## config.mk

```make
export PLATFORM = sky130hd
export DESIGN_NAME = tlk2711_tx_cmd_gen
export DESIGN_NICKNAME = d
export VERILOG_FILES = /design/src/rtl/tlk2711_tx_cmd_gen.sv
export SDC_FILE = /design/constraint.sdc
export NUM_CORES = 1
export LEC_CHECK = 0
export ABC_CLOCK_PERIOD_IN_PS = 5950
export CAP_MARGIN = 20
export CORE_MARGIN = 8
export CORE_UTILIZATION = 60
export CTS_BUF_LIST = sky130_fd_sc_hd__clkbuf_4
export DETAILED_ROUTE_END_ITERATION = 6
export PLACE_DENSITY = 0.88
export REMOVE_ABC_BUFFERS = 1
export SLEW_MARGIN = 20
export SYNTH_ARGS = -nofsm -noshare
export SYNTH_HDL_FRONTEND = slang
export SYNTH_SLANG_ARGS = --single-unit
```

## constraint.sdc

```tcl
create_clock -name clk -period 5.95 [get_ports clk]
set_clock_uncertainty 0.1 [all_clocks]
set_input_delay 0.8925 -clock clk [delete_from_list [all_inputs] [get_ports clk]]
set_output_delay 0.8925 -clock clk [all_outputs]
set_load 0.02 [all_outputs]
```

## src/rtl/tlk2711_tx_cmd_gen.sv

```systemverilog
`default_nettype none
// ============================================================================
//  Module      : tlk2711_tx_cmd_gen
//  Description : TX DMA read-command generator for the TLK2711 transmit path.
//                Splits each frame into body reads plus an optional tail read,
//                repeats frames (fixed count or continuous), limits in-flight
//                reads with credits and reports frame/job completion.
//  Revision    : 1.0 - initial release
// ============================================================================
module tlk2711_tx_cmd_gen #(
  parameter int ADDR_WIDTH      = 32,
  parameter int DLEN_WIDTH      = 16,
  parameter int CNT_WIDTH       = 16,
  parameter int MAX_OUTSTANDING = 2
) (
  input  logic                             clk,
  input  logic                             rst,
  input  logic                             i_soft_rst,
  input  logic                             i_tx_start,
  input  logic                             i_tx_stop,
  input  logic [ADDR_WIDTH-1:0]            i_tx_base_addr,
  input  logic [DLEN_WIDTH-1:0]            i_tx_packet_body,
  input  logic [DLEN_WIDTH-1:0]            i_tx_packet_tail,
  input  logic [DLEN_WIDTH-1:0]            i_tx_stride,
  input  logic [CNT_WIDTH-1:0]             i_tx_body_num,
  input  logic [CNT_WIDTH-1:0]             i_tx_loop_num,
  output logic                             o_rd_cmd_req,
  input  logic                             i_rd_cmd_ack,
  output logic [DLEN_WIDTH+ADDR_WIDTH-1:0] o_rd_cmd_data,
  input  logic                             i_dma_rd_last,
  output logic                             o_busy,
  output logic                             o_frame_done,
  output logic                             o_tx_done,
  output logic [CNT_WIDTH-1:0]             o_frame_cnt,
  output logic                             o_err
);

  // Outstanding counter must hold 0..MAX_OUTSTANDING inclusive.
  localparam int OS_WIDTH  = $clog2(MAX_OUTSTANDING + 1);
  // Commands per frame can be body_num + 1, so one extra bit.
  localparam int CPF_WIDTH = CNT_WIDTH + 1;
  localparam logic [OS_WIDTH-1:0]  OS_MAX  = OS_WIDTH'(MAX_OUTSTANDING);
  localparam logic [CPF_WIDTH-1:0] CPF_ONE = CPF_WIDTH'(1);
  localparam logic [CNT_WIDTH-1:0] CNT_ONE = CNT_WIDTH'(1);

  typedef enum logic [1:0] {
    ST_IDLE  = 2'd0,
    ST_ISSUE = 2'd1,
    ST_DRAIN = 2'd2
  } state_t;

  state_t state;
  state_t state_nxt;

  // Configuration latched on an accepted start
  logic [ADDR_WIDTH-1:0] base_addr;
  logic [DLEN_WIDTH-1:0] body_len;
  logic [DLEN_WIDTH-1:0] tail_len;
  logic [DLEN_WIDTH-1:0] step;
  logic [CNT_WIDTH-1:0]  body_num;
  logic [CNT_WIDTH-1:0]  loop_num;
  logic [CPF_WIDTH-1:0]  cpf;

  // Issue / completion bookkeeping
  logic [ADDR_WIDTH-1:0] cur_addr;
  logic [CPF_WIDTH-1:0]  issue_idx;
  logic [CPF_WIDTH-1:0]  comp_idx;
  logic [CNT_WIDTH-1:0]  frames_issued;
  logic [OS_WIDTH-1:0]   outstanding;
  logic                  stop_pending;
  logic                  ignore_last;
  logic                  frame_done_q;
  logic                  err_q;
  logic [CNT_WIDTH-1:0]  frame_cnt;

  // Combinational helpers
  logic                  tail_nz;
  logic [CPF_WIDTH-1:0]  start_cpf;
  logic [CPF_WIDTH-1:0]  cpf_m1;
  logic                  accept;
  logic                  last_of_frame;
  logic                  end_of_job;
  logic                  rd_valid;
  logic                  rd_spurious;
  logic [DLEN_WIDTH-1:0] cmd_len;

  assign tail_nz       = (i_tx_packet_tail != '0);
  assign start_cpf     = {1'b0, i_tx_body_num} + {{CNT_WIDTH{1'b0}}, tail_nz};
  assign cpf_m1        = cpf - CPF_ONE;
  assign accept        = o_rd_cmd_req & i_rd_cmd_ack;
  assign last_of_frame = (issue_idx == cpf_m1);
  // A frame boundary ends the job on a stop request or when the loop count is reached.
  assign end_of_job    = stop_pending | i_tx_stop |
                         ((loop_num != '0) && ((frames_issued + CNT_ONE) == loop_num));
  assign rd_valid      = i_dma_rd_last & (outstanding != '0);
  // Late completions of an aborted job are swallowed silently while idle.
  assign rd_spurious   = i_dma_rd_last & (outstanding == '0) &
                         ~((state == ST_IDLE) & ignore_last);
  assign cmd_len       = (issue_idx < {1'b0, body_num}) ? body_len : tail_len;

  assign o_rd_cmd_data = {cur_addr, cmd_len};
  assign o_busy        = (state != ST_IDLE);
  assign o_frame_done  = frame_done_q;
  assign o_err         = err_q;
  assign o_frame_cnt   = frame_cnt;

  // State register; both resets return to idle
  always_ff @(posedge clk) begin
    if (rst || i_soft_rst) begin
      state <= ST_IDLE;
    end else begin
      state <= state_nxt;
    end
  end

  // Next-state logic, command request and job-done strobe
  always_comb begin
    state_nxt    = state;
    o_rd_cmd_req = 1'b0;
    o_tx_done    = 1'b0;
    case (state)
      ST_IDLE: begin
        if (i_tx_start && (start_cpf != '0)) begin
          state_nxt = ST_ISSUE;
        end
      end
      ST_ISSUE: begin
        o_rd_cmd_req = (outstanding < OS_MAX);
        if (accept && last_of_frame && end_of_job) begin
          state_nxt = ST_DRAIN;
        end
      end
      ST_DRAIN: begin
        if (outstanding == '0) begin
          o_tx_done = 1'b1;
          state_nxt = ST_IDLE;
        end
      end
      default: begin
        state_nxt = ST_IDLE;
      end
    endcase
  end

  // Config latch, address accumulation, credit counter and completion tracking
  always_ff @(posedge clk) begin
    if (rst || i_soft_rst) begin
      base_addr     <= '0;
      body_len      <= '0;
      tail_len      <= '0;
      step          <= '0;
      body_num      <= '0;
      loop_num      <= '0;
      cpf           <= '0;
      cur_addr      <= '0;
      issue_idx     <= '0;
      comp_idx      <= '0;
      frames_issued <= '0;
      outstanding   <= '0;
      stop_pending  <= 1'b0;
      ignore_last   <= 1'b1;
      frame_done_q  <= 1'b0;
      err_q         <= 1'b0;
      frame_cnt     <= '0;
    end else begin
      frame_done_q <= 1'b0;
      err_q        <= 1'b0;

      if ((state == ST_IDLE) && i_tx_start) begin
        ignore_last <= 1'b0;
        if (start_cpf == '0) begin
          err_q <= 1'b1;
        end else begin
          base_addr     <= i_tx_base_addr;
          body_len      <= i_tx_packet_body;
          tail_len      <= i_tx_packet_tail;
          step          <= (i_tx_stride == '0) ? i_tx_packet_body : i_tx_stride;
          body_num      <= i_tx_body_num;
          loop_num      <= i_tx_loop_num;
          cpf           <= start_cpf;
          cur_addr      <= i_tx_base_addr;
          issue_idx     <= '0;
          comp_idx      <= '0;
          frames_issued <= '0;
          frame_cnt     <= '0;
          stop_pending  <= 1'b0;
        end
      end

      if ((state == ST_ISSUE) && i_tx_stop) begin
        stop_pending <= 1'b1;
      end

      // Each frame restarts at the base address; otherwise step forward.
      if (accept) begin
        if (last_of_frame) begin
          cur_addr      <= base_addr;
          issue_idx     <= '0;
          frames_issued <= frames_issued + CNT_ONE;
        end else begin
          cur_addr  <= cur_addr + ADDR_WIDTH'(step);
          issue_idx <= issue_idx + CPF_ONE;
        end
      end

      case ({accept, rd_valid})
        2'b10:   outstanding <= outstanding + OS_WIDTH'(1);
        2'b01:   outstanding <= outstanding - OS_WIDTH'(1);
        default: outstanding <= outstanding;
      endcase

      if (rd_spurious) begin
        err_q <= 1'b1;
      end

      if (rd_valid) begin
        if (comp_idx == cpf_m1) begin
          comp_idx     <= '0;
          frame_done_q <= 1'b1;
          frame_cnt    <= frame_cnt + CNT_ONE;
        end else begin
          comp_idx <= comp_idx + CPF_ONE;
        end
      end
    end
  end

endmodule
`default_nettype wire

```

==> key figures, run 1 <==
Outcome
  • Outcome: finished, final reports clean

Logic synthesis
  • Syn Inst Count: between 1,500 and 2,000
  • Distinct cells, synth: just under 80
  • Post-synth EDFFs: 0
  • Sequential area share after synthesis: 0.346
  • Avg Cell Area, Syn: 7.77 um2
  • Mapped Area: 13,600 um2
  • Most used DFF post-synth: dfxtp_1
  • Yosys reg bits: 235
  • Async set-reset flop share out of synthesis: 0
  • Yosys warns: 0

Floorplan
  • Initial Util: 0.605
  • Die area: between 20,000 and 30,000 um2
  • Core area: between 20,000 and 25,000 um2
  • Standard-cell rows: 55
  • # IOs: 188
  • Width of the die: roughly 170 um
  • Die height: roughly 170 um

Worst setup path
  • Kind of critical path: in2reg
  • Critical Path AT: approximately 5600 ps
  • Critical path cell sequence: clkdlybuf4s50_1 -> nor4_1 -> nand4_1 -> ha_1 -> ha_1 -> nand2_1 -> or3_1 -> nand4_1 -> or4_1 -> o311a_4 -> nor2_1 -> nand2_1 -> o21ai_0 -> a21o_1
  • Critical Path Fanout Max: 17
  • Startpoint Class: input port
  • CP Capture Type: flip-flop
  • CP max stage cell: or4_1
  • Required @ worst endpoint: around 6500 ps
  • Worst path max stage delay: around 620 ps

Cells and area
  • Final net count: about 2,100
  • Layout area overhead: 20.0%
  • Most common cell after layout, fill and taps aside: nand2_1
  • Most frequent cells in the layout: 313 x nand2_1, 235 x dfxtp_1, 187 x clkdlybuf4s50_1
  • Filler instances: between 1,500 and 2,000
  • Share of layout cells above drive strength 1: 0.0794
  • Post-layout util: 0.726

Routing
  • Iter 0 DRT Violations: roughly 1,100
  • Routed wire length per instance: 17.7 um
  • Via count: ~14,000
  • Post-route DRC: 0
  • TritonRoute pass-1 iters: 5
  • Routed Antenna Nets: 0
  • DRT Wirelength: between 30,000 and 40,000 um
  • Vias per inst: just over 6

Clocking
  • Hold buffer count at CTS: 0
  • Clock latency at the later pin of the worst-skew pair: between 700 and 800 ps
  • Max Buffers Root-to-Sink: 3
  • CTS tree: yes
  • Resize count post-CTS: 0
  • CTS buffer count: 61
  • Post-CTS Setup Inserts: 0
  • Number of H-tree levels: 2
  • Clk root buf: clkbuf_4
  • Clock-pin slew on the worst setup and hold paths: ~70 ps
  • CTS Sinks: between 200 and 250

Pwr
  • Reg power frac: 0.461
  • P_leak: 0.00630 uW
  • Peak VDD IR: ~0.00017 V
  • Combinational power share: 0.168
  • P per Cell Area: 221 nW/um2
  • Internal power component: between 2000 and 3000 uW
  • Clk pwr share: 0.371
  • Psw: about 1100 uW
  • Switching Share: 0.300

STA
  • Max-slew violations: 0
  • RSZ-0062 raised after global routing: no
  • Worst-Margin Slew: 966 ps
  • Clock period minus worst slack: about 5100 ps
  • Hold slack final: 353 ps
  • Fmax: 0.197 GHz
  • Fin crit share: 0.852
  • Slew headroom: 0.354
  • Final Hold Viols: 0
  • Setup violations, final: 0

Global route
  • Vias in the first global route: about 13,000
  • Initial antenna violation count: 2
  • GRT Overall Usage: 0.276
  • First-pass GRT wire length: about 65,000 um
  • Largest net degree at the start of global routing: 95
  • Grt total ovfl: 0

Job
  • Max-cap violations: 0

Placement
  • Number of I/O port buffers: roughly 190
  • Routability congestion estimate: approximately 0.94
  • DP HPWL: about 29,000 um

Worst hold path
  • Type of the worst min-delay path: reg2reg
## flip-flops by register name, indices dropped and copies added, names as in the netlist, 2 cells and up
register,cells
state,2
outstanding,2
cur_addr,32
loop_num,16
base_addr,32
cpf,17
body_len,16
issue_idx,17
tail_len,16
body_num,16
o_frame_cnt,16
comp_idx,17
frames_issued,16
step,16
## final timing paths
check | slack, ps | from | to | cells past startpoint
setup / recovery | 880 | i_tx_packet_tail[2] | comp_idx[13] | 14
hold / removal | 350 | tail_len[8] | tail_len[8] | 2
hold reg to reg | 350 | tail_len[8] | tail_len[8] | 2
setup reg to reg | 1450 | cpf[2] | state[0] | 10
## routing by layer
layer  global-route usage  up-vias  part of all wire  wire length [um]
met3               0.0738      104             0.084              3320
met2                0.476      592              0.48             18900
li1                     -     6609                 -                 -
met4                0.109        0             0.029              1150
met1                0.322     6432              0.41             16200
met5                    0        -                 0                 0
## worst max-delay path, delay by kind of cell
family                     cells  cell delay (ps)
AOI/OAI and AO/OA              3              930
and+or+nand+nor                8             2800
adders and majority gates      2              540
buffers and inverters          1              420
## per-stage QoR
stage	std cells	setup TNS, ps	cell area [um2]	setup WS, ps	power [uW]
final	2240	0	16300	878	3590
after global routing	2240	0	16300	741	3760
after CTS	2238	0	16300	890	3610
after detailed placement	2123	0	15500	231	2290
after global placement	2123	0	15500	342	2280
after floorplan	1632	-636870	13100	-4970	2040
## kinds of logic (layout without fill, tap and decap cells)
family / count (synthesis) / after routing / synth area share
AND/OR/NAND/NOR: 703 / 703 / 0.253
adder cells (fa/ha/maj): 41 / 41 / 0.0383
flip-flops: 235 / 235 / 0.346
buffers and inverters: 159 / 364 / 0.0461
AO/OA/AOI/OAI: 473 / 473 / 0.219
multiplexers: 27 / 27 / 0.0218
XOR/XNOR: 110 / 110 / 0.0750
other: 0 / 2 / 0
## power by group through the flow
| stage | Combinational (uW) | Sequential (uW) | Clock [uW] |
|---|---|---|---|
| final | 605 | 1660 | 1330 |
| after CTS | 599 | 1660 | 1350 |
| after detailed placement | 595 | 1690 | 0 |
| after global routing | 655 | 1660 | 1450 |
| after floorplan | 354 | 1690 | 0 |
| after global placement | 585 | 1690 | 0 |
## Yosys cell counts (4+ instances only)
| library cell | number | area share |
|---|---|---|
| and2_1 | 10 | 0.0046 |
| buf_1 | 6 | 0.0017 |
| o22ai_1 | 6 | 0.0028 |
| xnor2_1 | 61 | 0.039 |
| inv_1 | 43 | 0.012 |
| nand4_1 | 25 | 0.012 |
| a311oi_1 | 5 | 0.0032 |
| nor3b_1 | 15 | 0.0083 |
| and4_1 | 4 | 0.0026 |
| or2_2 | 7 | 0.0032 |
| a22o_1 | 7 | 0.0045 |
| mux2_2 | 21 | 0.017 |
| o311a_1 | 6 | 0.0044 |
| buf_2 | 11 | 0.0041 |
| a31oi_1 | 36 | 0.017 |
| nor2_1 | 85 | 0.023 |
| nor3_1 | 41 | 0.015 |
| nand2b_1 | 31 | 0.014 |
| a211oi_1 | 44 | 0.024 |
| nor2b_1 | 5 | 0.0023 |
| mux2i_1 | 6 | 0.0044 |
| nor4_1 | 33 | 0.015 |
| or3_1 | 25 | 0.012 |
| o31a_1 | 4 | 0.0026 |
| or4_1 | 5 | 0.0028 |
| o21ai_0 | 70 | 0.026 |
| and3_1 | 39 | 0.018 |
| o21a_1 | 16 | 0.0088 |
| clkbuf_1 | 97 | 0.027 |
| nand3_1 | 42 | 0.015 |
| dfxtp_1 | 235 | 0.35 |
| a41oi_1 | 5 | 0.0032 |
| o211ai_1 | 14 | 0.0077 |
| ha_1 | 40 | 0.037 |
| nand3b_1 | 5 | 0.0028 |
| nand2_1 | 313 | 0.087 |
| xnor3_1 | 4 | 0.0066 |
| a21oi_1 | 174 | 0.064 |
| xor2_1 | 45 | 0.029 |
| a21o_1 | 45 | 0.025 |
## final cells by class
class                           count  area [um2]  area share
Antenna cell                        2        5.00    0.000307
Clock buffer                       80         601      0.0369
Clock inverter                     35         149     0.00914
Inverter                           43         161     0.00990
Multi-Input combinational cell   1354        8290       0.509
Sequential cell                   235        4700       0.289
Tap cell                          285         357      0.0219
Timing Repair Buffer              206        2030       0.124
(Power assumes the default switching activity.)
==> run 2: changes to the inputs <==
--- a/config.mk
+++ b/config.mk
@@ -7,13 +7,13 @@
 export LEC_CHECK = 0
 export ABC_CLOCK_PERIOD_IN_PS = 5950
 export CAP_MARGIN = 20
+export CORE_ASPECT_RATIO = 2
 export CORE_MARGIN = 8
 export CORE_UTILIZATION = 60
 export CTS_BUF_LIST = sky130_fd_sc_hd__clkbuf_4
 export DETAILED_ROUTE_END_ITERATION = 6
-export PLACE_DENSITY = 0.88
+export PLACE_DENSITY = 0.95
 export REMOVE_ABC_BUFFERS = 1
-export SLEW_MARGIN = 20
 export SYNTH_ARGS = -nofsm -noshare
 export SYNTH_HDL_FRONTEND = slang
 export SYNTH_SLANG_ARGS = --single-unit
==> key figures, run 2 (synthesis gave the netlist of run 1 again) <==
Worst setup path
  • Critical path's most frequent cell: a21o_1
  • Kind of critical path: reg2out
  • Critical path buffers and inverters: 2 (+1)
  • Required @ worst endpoint: 4960 ps (-1520 ps)
  • Worst path max stage delay: 550 ps (-70 ps)
  • CP max stage cell: clkdlybuf4s50_1
  • Top delay family on crit path: compound AO/OA/AOI/OAI gates
  • Startpoint Class: flip-flop
  • CP Capture Type: output port
  • Critical Path Fanout Max: 16 (-1)
  • Critical Path AT: 4070 ps (-1530 ps)
  • Critical path cell sequence: ha_1 -> a21o_1 -> a21o_1 -> a21o_1 -> a211oi_1 -> o21ai_0 -> and3_1 -> o31ai_2 -> buf_4 -> mux2_2 -> clkdlybuf4s50_1

STA
  • Fmax: 0.198 GHz (+0.27%)
  • Setup violations, final: 0 (unchanged)
  • Slew headroom: 0.315 (-0.0389)
  • Worst-Margin Slew: 1020 ps (+58.1 ps)
  • Fin crit share: 0.850 (-0.00231)
  • Clock period minus worst slack: 5060 ps (-13.7 ps)
  • RSZ-0062 raised after global routing: no
  • Final Hold Viols: 0 (unchanged)
  • Hold slack final: 355 ps (+1.61 ps)
  • Max-slew violations: 0 (unchanged)
  • Final setup margin: 892 ps (+13.7 ps)

Routing
  • Post-route DRC: 0 (unchanged)
  • Iter 0 DRT Violations: 1,119 (-2.5%)
  • Routed Antenna Nets: 0 (unchanged)
  • DRT Wirelength: 39,800 um (+0.61%)
  • Via count: 13,900 (+1.2%)
  • Routed wire length per instance: 18.0 um (+2.0%)
  • Vias per inst: 6.29 (+2.6%)
  • TritonRoute pass-1 iters: 5 (unchanged)

Placement
  • Cell area after placement: 15,500 um2 (about the same)
  • DP HPWL: 28,100 um (-1.7%)
  • Cell Count Post-Placement: 2,116 (-0.33%)
  • Routability congestion estimate: 0.948 (+0.35%)
  • Worst slack, placed: 303 ps (+72.3 ps)
  • Number of I/O port buffers: 187 (unchanged)

Clocking
  • Max Buffers Root-to-Sink: 3 (unchanged)
  • Clock latency at the later pin of the worst-skew pair: 710 ps (about the same)
  • Resize count post-CTS: 0 (unchanged)
  • CTS Sinks: 235 (unchanged)
  • Clk root buf: clkbuf_4
  • Hold buffer count at CTS: 0 (unchanged)
  • CTS buffer count: 54 (-11%)
  • CTS tree: yes
  • Clock-pin slew on the worst setup and hold paths: 70 ps (about the same)
  • Post-CTS Setup Inserts: 0 (unchanged)
  • Number of H-tree levels: 2 (unchanged)

Pwr
  • Peak VDD IR: 0.000212 V (+26%)
  • P_leak: 0.00624 uW (-1.0%)
  • Final Power: 3510 uW (-2.5%)
  • P per Cell Area: 217 nW/um2 (-1.7%)

Cells and area
  • Share of layout cells above drive strength 1: 0.0747 (-0.00468)
  • Filler instances: 1,681 (-4.8%)
  • Design area: 16,200 um2 (-0.73%)
  • Most frequent cells in the layout: 313 x nand2_1, 235 x dfxtp_1, 187 x clkdlybuf4s50_1
  • Final net count: 2,052 (-0.44%)
  • Layout area overhead: 19.1%
  • Most common cell after layout, fill and taps aside: nand2_1
  • Fin cells: 2,209 (-1.4%)
  • Regs by FF count: base_addr: 32 flops, cur_addr: 32 flops

Global route
  • Largest net degree at the start of global routing: 93 (-2.1%)
  • Vias in the first global route: 13,500 (-0.074%)
  • Grt total ovfl: 0 (unchanged)
  • First-pass GRT wire length: 64,900 um (-0.81%)
  • GRT Overall Usage: 0.278 (+0.00143)
  • Initial antenna violation count: 1 (-1)

Floorplan
  • # IOs: 188 (unchanged)
  • Width of the die: 122 um (-26%)
  • Die area: 28,000 um2 (+1.0%)
  • Standard-cell rows: 78 (+42%)
  • Die height: 229 um (+37%)
  • Core area: 22,400 um2 (about the same)
  • Initial Util: 0.605 (about the same)

Outcome
  • Outcome: finished, final reports clean

Worst hold path
  • Type of the worst min-delay path: reg2reg

Job
  • Max-cap violations: 0 (unchanged)
-- run 2: changes by cell type in the layout (fill, tap and decap cells not counted), sizes merged --
cell,delta
clkinv,-21
buf,-2
clkbuf,-2
diode,-1
-- run 2: power by group --
part / switching [uW] / internal (uW) / leakage [uW] / total (uW)
clock: 645 / 597 / 0.000382 / 1240
combinational: 341 / 265 / 0.00395 / 605
sequential: 44.4 / 1610 / 0.00191 / 1660
-- run 2: through the flow --
| stage | setup TNS (ps) | util |
|---|---|---|
| floorplan | -636870 | - |
| global placement | 0 | 0.692 |
| detailed placement | 0 | 0.692 |
| CTS | 0 | 0.721 |
| global route | 0 | 0.721 |
| finish | 0 | 0.721 |
-- run 2: final cells by class --
class,instances,area [um2],area share
clock inverters,14,56.3,0.00348
well taps,280,350,0.0217
flip-flops and latches,235,4700,0.291
diodes,1,2.50,0.000155
multi-input cells,1354,8290,0.513
inverters,43,161,0.00998
clock buffers,78,586,0.0362
repair buffers,204,2020,0.125
-- run 2: final timing paths --
path	startpoint	to	slack, ps	cells past startpoint
worst min register to register	body_num[5]	body_num[5]	350	2
worst min-delay path	body_num[5]	body_num[5]	350	2
worst max register to register	cpf[2]	issue_idx[16]	1510	9
worst max-delay path	issue_idx[1]	o_rd_cmd_data[9]	890	11
-- run 2: worst register-to-register path: stages (launching register included) --
cell and delay, ps:
dfxtp_1 420, nor4_1 730, nand4_1 410, xor2_1 340
o221ai_1 150, nor4bb_1 680, a21o_1 660, nor2_1 420
a41oi_1 330, a31oi_1 60
-- run 2: routing by layer --
layer / track usage / vias to the layer above / wire length [um]
li1: - / 6568 / -
met1: 0.339 / 6513 / 15800
met2: 0.451 / 691 / 18900
met3: 0.0614 / 125 / 3590
met4: 0.127 / 0 / 1520
met5: 0 / - / 0
==> run 3: changes to the inputs <==
--- a/config.mk
+++ b/config.mk
@@ -9,10 +9,10 @@
 export CAP_MARGIN = 20
 export CORE_ASPECT_RATIO = 2
 export CORE_MARGIN = 8
-export CORE_UTILIZATION = 60
+export CORE_UTILIZATION = 55
 export CTS_BUF_LIST = sky130_fd_sc_hd__clkbuf_4
 export DETAILED_ROUTE_END_ITERATION = 6
-export PLACE_DENSITY = 0.95
+export PLACE_DENSITY = 0.89
 export REMOVE_ABC_BUFFERS = 1
 export SYNTH_ARGS = -nofsm -noshare
 export SYNTH_HDL_FRONTEND = slang
==> constraint.sdc (replaced) <==
create_clock -name clk -period 5.95 [get_ports clk]
set_clock_uncertainty 0.1 [all_clocks]
set_input_delay 0.595 -clock clk [delete_from_list [all_inputs] [get_ports clk]]
set_output_delay 0.595 -clock clk [all_outputs]
set_load 0.02 [all_outputs]
==> key figures, run 3 (synthesis gave the netlist of run 1 again) <==
Outcome
  • Outcome: finished, final reports clean

Worst hold path
  • Type of the worst min-delay path: in2reg

Worst setup path
  • Startpoint Class: flip-flop
  • Critical path's most frequent cell: a21o_1
  • CP max stage cell: clkdlybuf4s50_1
  • Critical path buffers and inverters: 2 (unchanged)
  • Critical Path Fanout Max: 16 (unchanged)
  • Required @ worst endpoint: 5260 ps (+300 ps)
  • Critical Path AT: 4080 ps (about the same)
  • CP Capture Type: output port
  • Kind of critical path: reg2out
  • Top delay family on crit path: compound AO/OA/AOI/OAI gates
  • Worst path max stage delay: 560 ps (about the same)
  • Critical path cell sequence: ha_1 -> a21o_1 -> a21o_1 -> a21o_1 -> a211oi_1 -> o21ai_0 -> and3_1 -> o31ai_2 -> buf_4 -> mux2_2 -> clkdlybuf4s50_1

Floorplan
  • # IOs: 188 (unchanged)
  • Width of the die: 127 um (+3.9%)
  • Core area: 24,300 um2 (+8.4%)
  • Die area: 30,300 um2 (+8.2%)
  • Standard-cell rows: 81 (+3.8%)
  • Die height: 238 um (+4.1%)
  • Initial Util: 0.558 (-0.0467)

STA
  • Clock period minus worst slack: 4780 ps (-278 ps)
  • Fmax: 0.209 GHz (+5.8%)
  • Final setup margin: 1170 ps (+278 ps)
  • Slew headroom: 0.334 (+0.0190)
  • Setup violations, final: 0 (unchanged)
  • Max-slew violations: 0 (unchanged)
  • Hold slack final: 318 ps (-36.3 ps)
  • Final Hold Viols: 0 (unchanged)
  • RSZ-0062 raised after global routing: no
  • Fin crit share: 0.803 (-0.0468)
  • Worst-Margin Slew: 995 ps (-28.4 ps)

Global route
  • Grt total ovfl: 0 (unchanged)
  • Vias in the first global route: 13,900 (+3.2%)
  • Largest net degree at the start of global routing: 116 (+25%)
  • Initial antenna violation count: 1 (unchanged)
  • GRT Overall Usage: 0.286 (+0.00808)
  • First-pass GRT wire length: 70,200 um (+8.1%)

Placement
  • Cell Count Post-Placement: 2,129 (+0.61%)
  • Worst slack, placed: 465 ps (+162 ps)
  • Routability congestion estimate: 0.963 (+1.6%)
  • Cell area after placement: 15,600 um2 (+0.23%)
  • Number of I/O port buffers: 187 (unchanged)
  • DP HPWL: 32,000 um (+14%)

Clocking
  • CTS buffer count: 54 (unchanged)
  • Post-CTS Setup Inserts: 0 (unchanged)
  • CTS Sinks: 235 (unchanged)
  • Hold buffer count at CTS: 0 (unchanged)
  • Resize count post-CTS: 0 (unchanged)
  • Clock-pin slew on the worst setup and hold paths: 70 ps (about the same)
  • CTS tree: yes
  • Number of H-tree levels: 2 (unchanged)
  • Max Buffers Root-to-Sink: 3 (unchanged)
  • Clock latency at the later pin of the worst-skew pair: 730 ps (+20 ps)
  • Clk root buf: clkbuf_4

Routing
  • Iter 0 DRT Violations: 904 (-19%)
  • Vias per inst: 6.24 (-0.85%)
  • Post-route DRC: 0 (unchanged)
  • TritonRoute pass-1 iters: 6 (+1)
  • Via count: 13,900 (unchanged)
  • Routed Antenna Nets: 0 (unchanged)
  • DRT Wirelength: 43,900 um (+10%)
  • Routed wire length per instance: 19.7 um (+9.3%)

Job
  • Max-cap violations: 0 (unchanged)

Cells and area
  • Design area: 16,200 um2 (+0.36%)
  • Most frequent cells in the layout: 313 x nand2_1, 235 x dfxtp_1, 187 x clkdlybuf4s50_1
  • Regs by FF count: base_addr: 32 flops, cur_addr: 32 flops
  • Layout area overhead: 19.5%
  • Most common cell after layout, fill and taps aside: nand2_1
  • Filler instances: 2,000 (+19%)
  • Post-layout util: 0.667 (-0.0532)
  • Final net count: 2,055 (+0.15%)
  • Fin cells: 2,228 (+0.86%)
  • Share of layout cells above drive strength 1: 0.0790 (+0.00430)

Pwr
  • P per Cell Area: 218 nW/um2 (+0.68%)
  • Peak VDD IR: 0.000176 V (-17%)
  • P_leak: 0.00628 uW (+0.67%)
run 3: cell types whose count changed in the layout (fill, tap and decap cells not counted), sizes merged:
cell,delta
buf,+3
clkbuf,-2
clkinvlp,-1
clkinv,+9
run 3: path summary, 6_finish.rpt:
| check | startpoint | to | slack (ps) | cells past startpoint |
|---|---|---|---|---|
| max | issue_idx[1] | o_rd_cmd_data[1] | 1170 | 11 |
| min | i_tx_loop_num[3] | loop_num[3] | 320 | 3 |
| max reg2reg | cpf[2] | frames_issued[10] | 1460 | 10 |
| min reg2reg | base_addr[26] | base_addr[26] | 350 | 2 |
run 3: worst min-delay path, cell delays in order:
cell and delay (ps):
clkdlybuf4s50_1 400, nand2_1 60, a21oi_1 50
run 3: stage by stage:
stage / total power [uW] / TNS, ps
floorplan: 2040 / -577390
global placement: 2290 / 0
detailed placement: 2300 / 0
CTS: 3560 / 0
global route: 3700 / 0
finish: 3540 / 0
run 3: routing by layer:
metal  vias up  routed length (um)  part of all wire  track usage
met1      6573               14900              0.34        0.272
met3       200                2780             0.063       0.0568
met2       559               23000              0.52        0.526
met4         0                3210             0.073        0.218
li1       6565                   -                 -            -
met5         -                   0                 0            0
run 3: cell type report:
| class | count | area [um2] | share of cell area |
|---|---|---|---|
| multi-input cells | 1354 | 8290 | 0.511 |
| flip-flops and latches | 235 | 4700 | 0.290 |
| repair buffers | 207 | 2050 | 0.126 |
| clock buffers | 76 | 571 | 0.0351 |
| well taps | 290 | 363 | 0.0223 |
| inverters | 43 | 161 | 0.00994 |
| clock inverters | 22 | 93.8 | 0.00578 |
| diodes | 1 | 2.50 | 0.000154 |
run 3: where the power goes:
group / switching [uW] / internal, uW
Clock: 673 / 595
Combinational: 352 / 264
Sequential: 44.1 / 1610
Total: 1070 / 2470
==> variant 1: new RTL, flow settings as in run 2 <==
Register the output `o_frame_cnt` once more; this adds one clock of latency there. The other outputs are not delayed to match.
--- a/src/rtl/tlk2711_tx_cmd_gen.sv
+++ b/src/rtl/tlk2711_tx_cmd_gen.sv
@@ -102,7 +102,9 @@
   assign o_busy        = (state != ST_IDLE);
   assign o_frame_done  = frame_done_q;
   assign o_err         = err_q;
-  assign o_frame_cnt   = frame_cnt;
+  always_ff @(posedge clk) begin
+    o_frame_cnt <= frame_cnt;
+  end
 
   // State register; both resets return to idle
   always_ff @(posedge clk) begin
Check against the original RTL: not equivalent (Yosys sat finds a counterexample within 4 cycles, from zero or initial values).
==> variant 1 against run 2 <==
The run now ends with design-rule violations left; critical path type unchanged; sequential cell count is 16 higher; utilization rose by 0.34 points; power rose by 8.0%; highest routed layer is now met5; design area is 4.0% higher; routed wire length increased by 19%; sequential power grew 7%; largest power group unchanged; setup slack better by 0.058 ns; synthesized area grew 3.8%; die area up 3.4%; critical endpoint is now o_rd_cmd_data[4].
==> variant 1: results (changes against run 2) <==
ys_seq_area_share_pct: 35.6  # was 34.6%
hold_path_class: "reg2reg"  # unchanged
netlist_top_cells_count: "nand2_1, dfxtp_1, a21oi_1, clkbuf_1, nor2_1"  # unchanged
yosysUniqueCellTypes: 79  # unchanged
cts_setup_buffers: 0  # unchanged
grt_use_met3_pct: 7.70  # was 6.14%
clock_sinks: 251  # was 235
dr.max_layer_used: "met5"  # was met4
async_flop_share_pct: 0  # unchanged
cts_inserted_buffers: 56  # was 54
top_regs: "base_addr (32), cur_addr (32)"  # unchanged
worst_pin_slew_ns: 1.01  # was 1.02 ns
vias_per_cell: 6.58  # was 6.29
violations: "design-rule violations"
grt_usage_pct: 31.9  # was 27.8%
synthTopCellsByArea: "dfxtp_1, nand2_1, a21oi_1"  # unchanged
hpwl_mm: 33.6  # was 28.1 mm
clk_pin_slew_worst_paths_ns: 0.08
grt_util_met2_pct: 57.9  # was 45.1%
gp_congestion: 1.01  # was 0.948
inv_count: 84  # was 43
synth_area_leader_cell: "dfxtp_1"  # unchanged
grt_pass1_wl_mm: 75.9  # was 64.9 mm
wl_met3_mm: 3.77  # was 3.59 mm
multi_input_area_um2: 8310  # was 8290 um^2
cp.arrival_ns: 4.01  # was 4.07 ns
multi_input_cells: 1361  # was 1,354
signal_buffers: 211  # was 204
drtIter0Drc: 1139  # was 1,119
grt_max_degree: 97  # was 93
dr_wl_met2_mm: 24.5  # was 18.9 mm
antenna_found_initial: 3  # was 1
tns_ns: 0  # unchanged
synth_edf_count: 0  # unchanged
met1_usage_pct: 29.4  # was 33.9%
drc: 4  # was 0
clockBufferDepth: 3  # unchanged
yosysWarningCount: 0  # unchanged
drive_above_1_share_pct: 7.11  # was 7.47%
cp_max_fo: 16  # unchanged
seq_area_share_pct: 29.9  # was 29.1%
wirelength_mm: 47.6  # was 39.8 mm
first_global_vias: 15400  # was 13,500
clkCellAreaFrac_pct: 4.34  # was 3.97%
fillCellCount: 1739  # was 1,681
num_antenna_cells: 2  # was 1
wl_met1_mm: 15.4  # was 15.8 mm
clk_latency_ns: 0.75  # was 0.71 ns
buffer_area_share_pct: 12.4  # was 12.5%
status: "finished with violations"  # was completed
max-vdd-ir-drop_uv: 188  # was 212 uV
clkbuf_count: 74  # was 78
nNetsFinal: 2125  # was 2,052
dr.pass1.iters: 7  # was 5
power_leakage_uw: 0.00622  # was 0.00624 uW
## variant 1: worst paths after layout
| path | endpoint | start | slack [ns] | depth (start not counted) |
|---|---|---|---|---|
| worst max-delay path | o_rd_cmd_data[4] | body_num[1] | 0.95 | 10 |
| worst min-delay path | o_frame_cnt[1] | frame_cnt[1] | 0.30 | 0 |
| worst max register to register | issue_idx[6] | cpf[0] | 1.67 | 12 |
| worst min register to register | o_frame_cnt[1] | frame_cnt[1] | 0.30 | 0 |
## variant 1: critical path, cell delays in order, from the launching register on
cell	delay, ns
dfxtp_1	0.35
inv_1	0.09
ha_1	0.28
a21o_1	0.11
a21o_1	0.12
a21o_1	0.11
a211oi_1	0.06
o21ai_0	0.29
nand4_1	0.67
o221ai_1	0.49
clkdlybuf4s50_1	0.71
## variant 1: metrics by stage
| stage | hold WS, ns | util [%] | instances | cell area (um^2) | setup WS (ns) |
|---|---|---|---|---|---|
| after global routing | 0.306 | 72.4 | 2294 | 16800 | 0.647 |
| after global placement | 0.272 | 69.2 | 2188 | 16100 | 0.733 |
| after CTS | 0.288 | 72.3 | 2291 | 16800 | 0.969 |
| final | 0.299 | 72.4 | 2295 | 16800 | 0.950 |
| after floorplan | 0.263 | - | 1696 | 13600 | -7.21 |
| after detailed placement | 0.277 | 69.2 | 2188 | 16100 | 0.604 |
## variant 1: power by group
group	total, uW	internal, uW	switching [uW]
Combinational	605	249	356
Clock	1410	674	737
Sequential	1770	1720	50.0
Total	3790	2640	1140
## variant 1: cells by family (layout without fill, tap and decap cells)
group           Yosys count  in the layout  share of synthesized area (%)
buf+inv                 203            398                           5.76
simple gates            725            725                           25.2
xor+xnor                 93             93                           5.88
mux                       8              8                          0.586
compound gates          494            494                           23.3
other cells               0              2                              0
fa+ha+maj                41             41                           3.69
flops                   251            251                           35.6
==> variant 2: new RTL, config.mk and constraints of run 2 <==
Without the edit above. Change the parameter `MAX_OUTSTANDING` from 2 to 4.
--- a/src/rtl/tlk2711_tx_cmd_gen.sv
+++ b/src/rtl/tlk2711_tx_cmd_gen.sv
@@ -11,7 +11,7 @@
   parameter int ADDR_WIDTH      = 32,
   parameter int DLEN_WIDTH      = 16,
   parameter int CNT_WIDTH       = 16,
-  parameter int MAX_OUTSTANDING = 2
+  parameter int MAX_OUTSTANDING = 4
 ) (
   input  logic                             clk,
   input  logic                             rst,
Formal check against the unedited RTL: not equivalent (a bounded check fails within 4 cycles, from zero or initial values).
==> variant 2 against run 2 <==
Power grew 2.2%; synthesized area fell by 2.0%; sequential cell count rose by 1; setup slack lost 0.077 ns; largest cell class unchanged; highest routed layer unchanged; routed wire length rose by 12%; design area fell by 1.5%; critical path depth is 4 higher; global-route usage increased by 4.6 points; non-clock buffer count grew 2.
==> variant 2: results (changes against run 2) <==
wl_per_cell_um: 20.6  # was 18.0 um
power_leakage_uw: 0.00593  # was 0.00624 uW
drive_above_1_share_pct: 7.50  # was 7.47%
startpoint: "i_tx_packet_tail[3]"  # was issue_idx[1]
cts_inserted_buffers: 52  # was 54
yosysUniqueCellTypes: 75  # was 79
synthTopCellsByArea: "dfxtp_1, nand2_1, a21oi_1"  # unchanged
hold_path_class: "reg2reg"  # unchanged
min_from: "tail_len[13]"  # was body_num[5]
syn2layout_area_growth_pct: 19.8  # was 19.1%
hpwl_mm: 32.3  # was 28.1 mm
grt_max_degree: 81  # was 93
ys_seq_area_share_pct: 35.5  # was 34.6%
worst_pin_slew_ns: 0.962  # was 1.02 ns
r2r-start: "cpf[0]"  # was cpf[2]
grt_usage_pct: 32.4  # was 27.8%
drtIter0Drc: 1082  # was 1,119
postPlaceCellArea_um2: 15200  # was 15,500 um^2
status: "completed"  # unchanged
fin_cells: 2170  # was 2,209
cp_max_fo: 79  # was 16
nNetsFinal: 2020  # was 2,052
vias: 13900  # about the same
gp_congestion: 0.948  # about the same
htree_levels: 2  # unchanged
max-vdd-ir-drop_uv: 166  # was 212 uV
netlist_top_cells_count: "nand2_1, dfxtp_1, a21oi_1, nor2_1, clkbuf_1"  # was nand2_1, dfxtp_1, a21oi_1, clkbuf_1, nor2_1
synthCells: 1708  # was 1,748
fillCellCount: 1636  # was 1,681
cp.arrival_ns: 5.64  # was 4.07 ns
placed_cells: 2080  # was 2,116
clk_latency_ns: 0.73  # was 0.71 ns
==> variant 2: cell count changes after synthesis, sizes merged, moves of 14 or more <==
| cell | delta |
|---|---|
| clkbuf | -19 |
| o21a | -14 |
| a21o | -35 |
| nor2 | +18 |
| mux2i | +16 |
| a21oi | +23 |
==> variant 2: final cells by class <==
type	count	area share [%]
diodes	1	0.0157
repair buffers	206	12.7
well taps	276	2.17
clock buffers	74	3.48
flip-flops and latches	236	29.6
multi-input cells	1312	49.9
clock inverters	14	0.840
inverters	51	1.20
==> variant 2: critical path, cell delays in order <==
cell,delay [ns]
clkdlybuf4s50_1,0.46
nor4_1,0.78
nand4_1,0.33
ha_1,0.35
ha_1,0.29
nand3_1,0.11
nor3_1,0.09
mux2_2,0.29
a211oi_1,0.53
a31o_4,0.32
buf_12,0.32
nand2_1,0.16
nor2_1,0.31
a21oi_1,0.10
o21ai_0,0.25
==> variant 2: metal layers <==
layer | global-route usage [%] | vias to the layer above | wire length (um)
met2 | 58.3 | 735 | 23400
met1 | 31.0 | 6547 | 14300
met3 | 6.71 | 248 | 3440
met5 | 0 | - | 0
li1 | - | 6399 | -
met4 | 25.9 | 0 | 3450
==> variant 2: kinds of logic after synthesis <==
family	share of synthesized area, %
compound gates	20.3
mux	3.69
flops	35.5
xor+xnor	7.75
buf+inv	4.95
fa+ha+maj	4.06
simple gates	23.8
==> variant 2: worst paths after layout <==
kind                       endpoint  cells after the start  slack, ns
setup / recovery       issue_idx[5]                     15       0.82
hold / removal         tail_len[13]                      2       0.35
setup reg to reg  frames_issued[10]                     11       1.34
hold reg to reg        tail_len[13]                      2       0.35
==> variant 2: where the power goes <==
part / total (uW) / switching [uW] / internal, uW
logic: 576 / 326 / 250
clock network: 1350 / 650 / 698
registers: 1660 / 41.9 / 1620
total: 3580 / 1020 / 2570
==> variant 2: per-stage QoR <==
stage          setup WS [ns]  TNS [ns]
3_3_place_gp           0.494         0
5_1_grt                0.654         0
6_report               0.815         0
3_5_place_dp           0.249         0
2_1_floorplan          -4.97   -604.66
4_1_cts                0.924         0
